<file path="src/rtl/a2d_spi_resp.sv">
// a2d_spi_resp
//   SPI responder standing in for an 8-channel, 12-bit A2D converter.
//   Each 16-bit transaction shifts out, MSB first, {4'h0, sample} of the
//   channel latched by the previous transaction. At the same time it captures
//   a new channel command from MOSI.
//
// Parameters
//   SYNC_STAGES  flops per SCLK/SS_n/MOSI synchronizer (>= 2)
//
// Ports
//   clk        system clock, all state on posedge
//   rst_n      asynchronous active-low reset
//   SS_n       active-low slave select from the master
//   SCLK       serial clock from the master (idles high)
//   MOSI       command data, MSB first
//   MISO       result data, MSB first, 0 while SS_n is high
//   ch_data    channel n sample = ch_data[12n+11:12n]
//   cmd_rdy    one-clk pulse when a complete 16-bit command is accepted
//   last_chnl  channel latched by the most recent accepted command
//   err        sticky protocol error (only with A2D_RESP_CHK_EN defined)
//   state_dbg  current FSM state (0 = IDLE, 1 = ACTIVE)
//
// Handshake: there is no valid/ready pair here. A transaction is framed by
// SS_n low. Data moves on synchronized SCLK edges: the master samples MISO
// on rise and this block shifts MISO on fall. A completed command is
// signalled by cmd_rdy, which is a pulse that has no back-pressure.
//
// Optional build macro: A2D_RESP_CHK_EN enables the protocol checker
// that drives err.
module a2d_spi_resp #(
  parameter int SYNC_STAGES = 2
) (
  input  logic        clk,
  input  logic        rst_n,
  input  logic        SS_n,
  input  logic        SCLK,
  input  logic        MOSI,
  output logic        MISO,
  input  logic [95:0] ch_data,
  output logic        cmd_rdy,
  output logic [2:0]  last_chnl,
  output logic        err,
  output logic        state_dbg
);

  typedef enum logic {IDLE = 1'b0, ACTIVE = 1'b1} state_t;

  state_t state, state_nxt;

  logic [SYNC_STAGES-1:0] sclk_sync, ss_sync, mosi_sync;
  logic        sclk_prev;
  logic        sclk_s, ss_s, mosi_s;
  logic        sclk_rise, sclk_fall;

  logic [15:0] tx_shft, rx_shft;
  logic [4:0]  bit_cnt;
  logic        first_fall;

  logic        load, rise_en, fall_en, done;
  logic        cmd_ok;
  logic [6:0]  sel_base;
  logic [11:0] sel_sample;

  // Synchronizers. SCLK and SS_n reset to their idle (high) level so that
  // no edge is seen at reset release.
  always_ff @(posedge clk or negedge rst_n) begin
    if (!rst_n) begin
      sclk_sync <= '1;
      ss_sync   <= '1;
      mosi_sync <= '0;
      sclk_prev <= 1'b1;
    end else begin
      sclk_sync <= {sclk_sync[SYNC_STAGES-2:0], SCLK};
      ss_sync   <= {ss_sync[SYNC_STAGES-2:0], SS_n};
      mosi_sync <= {mosi_sync[SYNC_STAGES-2:0], MOSI};
      sclk_prev <= sclk_s;
    end
  end

  assign sclk_s    = sclk_sync[SYNC_STAGES-1];
  assign ss_s      = ss_sync[SYNC_STAGES-1];
  assign mosi_s    = mosi_sync[SYNC_STAGES-1];
  assign sclk_rise = sclk_s & ~sclk_prev;
  assign sclk_fall = ~sclk_s & sclk_prev;

  always_ff @(posedge clk or negedge rst_n) begin
    if (!rst_n) state <= IDLE;
    else        state <= state_nxt;
  end

  // SS_n rising ends the transaction and masks any SCLK edge in that clk.
  always_comb begin
    state_nxt = state;
    load      = 1'b0;
    rise_en   = 1'b0;
    fall_en   = 1'b0;
    done      = 1'b0;
    case (state)
      IDLE: begin
        if (!ss_s) begin
          state_nxt = ACTIVE;
          load      = 1'b1;
        end
      end
      ACTIVE: begin
        if (ss_s) begin
          state_nxt = IDLE;
          done      = 1'b1;
        end else begin
          rise_en = sclk_rise;
          fall_en = sclk_fall;
        end
      end
      default: state_nxt = IDLE;
    endcase
  end

  assign state_dbg  = state;
  assign sel_base   = {4'd0, last_chnl} * 7'd12;
  assign sel_sample = ch_data[sel_base +: 12];
  assign cmd_ok     = done && (bit_cnt == 5'd16);

  always_ff @(posedge clk or negedge rst_n) begin
    if (!rst_n) begin
      tx_shft    <= '0;
      rx_shft    <= '0;
      bit_cnt    <= '0;
      first_fall <= 1'b0;
      last_chnl  <= '0;
      cmd_rdy    <= 1'b0;
    end else begin
      cmd_rdy <= cmd_ok;
      if (cmd_ok) last_chnl <= rx_shft[13:11];
      if (load) begin
        // Sample is frozen here, so later ch_data changes are not seen.
        tx_shft    <= {4'h0, sel_sample};
        bit_cnt    <= '0;
        first_fall <= 1'b1;
      end
      if (rise_en) begin
        rx_shft <= {rx_shft[14:0], mosi_s};
        if (bit_cnt != 5'd31) bit_cnt <= bit_cnt + 5'd1;
      end
      if (fall_en) begin
        // The first fall precedes the first sample, and the MSB is already out.
        if (first_fall) first_fall <= 1'b0;
        else            tx_shft    <= {tx_shft[14:0], 1'b0};
      end
    end
  end

  assign MISO = ~SS_n & tx_shft[15];

`ifdef A2D_RESP_CHK_EN
  logic err_q;
  always_ff @(posedge clk or negedge rst_n) begin
    if (!rst_n) err_q <= 1'b0;
    else if (done && ((bit_cnt != 5'd16) || (rx_shft[15:14] != 2'b00) ||
                      (rx_shft[10:0] != 11'd0)))
      err_q <= 1'b1;
  end
  assign err = err_q;
`else
  logic unused_rsvd;
  assign unused_rsvd = ^{rx_shft[15:14], rx_shft[10:0]};
  assign err = 1'b0;
`endif

endmodule

</file>
<file path="config.mk">
export PLATFORM = sky130hd
export DESIGN_NAME = a2d_spi_resp
export DESIGN_NICKNAME = d
export VERILOG_FILES = /design/src/rtl/a2d_spi_resp.sv
export SDC_FILE = /design/constraint.sdc
export NUM_CORES = 1
export LEC_CHECK = 0
export BUFFER_PORTS_ARGS = -buffer_cell sky130_fd_sc_hd__buf_2
export CAP_MARGIN = 20
export CORE_UTILIZATION = 53
export CTS_CLUSTER_DIAMETER = 80
export DETAILED_ROUTE_END_ITERATION = 7
export PLACE_DENSITY = 0.86
export SETUP_SLACK_MARGIN = 0.2
export SYNTH_ARGS = -nofsm -noshare
export SYNTH_HDL_FRONTEND = slang
export SYNTH_SLANG_ARGS = --single-unit
export TNS_END_PERCENT = 100
</file>
<file path="constraint.sdc">
create_clock -name clk -period 3.81 [get_ports clk]
set_clock_uncertainty 0.2 [all_clocks]
set_input_delay 0.381 -clock clk [delete_from_list [all_inputs] [get_ports clk]]
set_output_delay 0.381 -clock clk [all_outputs]
set_load 0.02 [all_outputs]
</file>
==> flow_summary.yaml <==
synth:
  ys_seq_elements: 48
  yosys.area.top_type: "dfrtp_1"
  ys_types: 31
  synth_top_cells_by_area: "dfrtp_1, mux4_2, nand2_1, o211ai_1, dfstp_2"
  synth_edf_count: 0
  async_flop_share: 1.00
  synth_nets: 340
  avgSynthCellArea_um2: 11.6
  yosys_most_used_dff: "dfrtp_1"
  ys_seq_area_frac: 0.442
  synth_top_area_frac: 0.394
  syn_inst: 236
  yosys_warnings: 0
  synth_area_um2: 2730
critical_path:
  critical_path.endpoint: "bit_cnt[3]"
  timing.rr.end: "bit_cnt[3]"
  r2r-start: "sclk_sync[1]"
  startpoint: "sclk_sync[1]"
  cp-start-kind: "flip-flop"
  crit_buf_inv: 0
  crit_path_max_fanout: 19
  path_depth: 3
  r2r_slack_ps: 1490
  crit_family: "simple AND/OR/NAND/NOR gates"
  worst-endpoint-arrival_ps: 2350
  crit_chain: "nand4bb_1, or4_1, a21oi_1"
  r2r_cells: 3
  cpPeakStageDelay_ps: 700
  crit_slowest_cell: "or4_1"
  path_class: "reg2reg"
  cp.required_ps: 3850
  end_kind: "flip-flop"
timing:
  setup_violations: 0
  period_minus_slack_ps: 2320
  clock.fmax_mhz: 432
  final.setup.tns_ps: 0
  min_period_over_period: 0.608
  postLayoutSetupSlackWorst_ps: 1490
  grt_setup_unrepaired: "false"
  worst_slew_pin_slew_ps: 1070
  finalMaxSlewViolations: 0
  relSlewSlack: 0.288
  hold_violations: 0
  timing.hold.ws_ps: 165
worst_hold_path:
  worstHoldPathType: "reg2reg"
die:
  design.core.area_um2: 4850
  start_util: 0.564
  fp-row-count: 25
  ioPinCount: 108
  dieArea_um2: 5450
  die_x_um: 73.8
  fp.dieH_um: 73.8
power_and_ir_drop:
  cellPowerDensity_nw_per_um2: 337
  max-vdd-ir-drop_v: 0.000170
  p_leak_nw: 1.56
placed_design:
  gp_congestion: 0.800
  dp_hpwl_um: 4920
  place_inst: 390
  place_ws_ps: 1510
  place_area_um2: 3240
  io_buffers: 106
cts:
  postCtsSetupRepairBufs: 0
  clock-root-buffer: "clkbuf_8"
  clkSlewWorstSetupHoldPaths_ps: 90
  clock_sinks: 48
  cts_tree: "done"
  htree_levels: 2
  cts_made_buffers: 5
  cts_resized: 0
  clock_latency_ps: 300
  cts_buffer_depth: 2
  holdBufCountCts: 3
finish:
  multi_input_area_um2: 1390
  seqCellArea_um2: 1210
  area_delta_synth_final_pct: 25.7
  nNetsFinal: 439
  design_area_um2: 3440
  drive_gt1_frac: 0.449
  fillers: 319
  fin_cells: 404
routing:
  routedWlPerCell_um: 16.7
  drtPass1Iterations: 4
  drc: 0
  wirelength_um: 6740
  ant_nets: 0
  drt_iter0_drc: 182
  via_per_inst: 5.79
  vias: 2340
job:
  cap_viol_max_count: 0
grt:
  grt_start_max_net_pins: 49
  grtUsageTotal: 0.270
  grt_pass1_wl_um: 10800
  grt_antenna_before_repair: 1
  grt.overflow.total: 0
  grt_pass1_vias: 2305
status:
  status: "finished clean"
-- worst min path at each step --
stage	from	endpoint	slack, ps	cells past startpoint
floorplan	rst_n	bit_cnt[0]	-110	0
global placement	mosi_sync[0]	mosi_sync[1]	130	0
detailed placement	ss_sync[0]	ss_sync[1]	150	0
CTS	rst_n	mosi_sync[0]	80	1
global route	sclk_sync[0]	sclk_sync[1]	170	0
finish	sclk_sync[0]	sclk_sync[1]	170	0
-- metal layers --
metal | up-vias | part of all wire | global-route usage
met5 | - | 0 | 0
met4 | 0 | 0.022 | 0.111
met3 | 16 | 0.064 | 0.0672
met2 | 107 | 0.54 | 0.461
met1 | 1146 | 0.38 | 0.328
li1 | 1071 | - | -
-- registers in the layout, summed over array words and instances, names as in the netlist --
name,count
sclk_prev,1
sclk_sync,2
rx_shft,14
mosi_sync,2
cmd_rdy,1
last_chnl,3
tx_shft,16
state_dbg,1
first_fall,1
ss_sync,2
bit_cnt,5
-- final cells by class --
type / count / share of cell area
repair buffers: 113 / 0.176
inverters: 4 / 0.00437
clock inverters: 2 / 0.0175
flip-flops and latches: 48 / 0.351
clock buffers: 6 / 0.0211
well taps: 67 / 0.0244
diodes: 1 / 0.000728
multi-input cells: 163 / 0.404
-- metrics by stage --
step	power, mW	utilization
6_report	1.16	0.709
5_1_grt	1.21	0.709
4_1_cts	1.16	0.702
3_5_place_dp	0.736	0.668
3_3_place_gp	0.725	0.668
2_1_floorplan	0.657	-
-- cell usage after synthesis (all sizes together), types with 2 or more instances --
cell and count:
a21oi 3, buf 13, clkbuf 8, dfrtp 43
dfstp 5, ha 3, inv 4, mux2 3
mux2i 13, mux4 24, nand2 52, nand3 16
nand3b 2, nor2 3, nor2b 2, o211ai 22
o21ai 5, o31ai 3, or4 2
-- layout by cell type (no fill, tap or decap), types with 4 or more instances in the layout --
cell / count
buf_2: 106
nand2_1: 52
dfrtp_1: 43
mux4_2: 24
o211ai_1: 22
nand3_1: 16
mux2i_1: 13
o21ai_0: 5
clkbuf_8: 5
dfstp_2: 5
inv_1: 4
dlygate4sd3_1: 4
-- kinds of logic after synthesis --
logic type,count (synthesis),share of synthesized area
AND/OR/NAND/NOR,85,0.150
flip-flops,48,0.442
multiplexers,40,0.258
AO/OA/AOI/OAI,34,0.0856
buffers and inverters,25,0.0503
adder cells (fa/ha/maj),3,0.0137
other,1,0.00137
-- power by group --
part / internal, mW / total (mW) / switching, mW
Combinational: 0.0863 / 0.159 / 0.0726
Clock: 0.262 / 0.426 / 0.164
Sequential: 0.550 / 0.575 / 0.0247
Power figures use the tool's default switching activity.
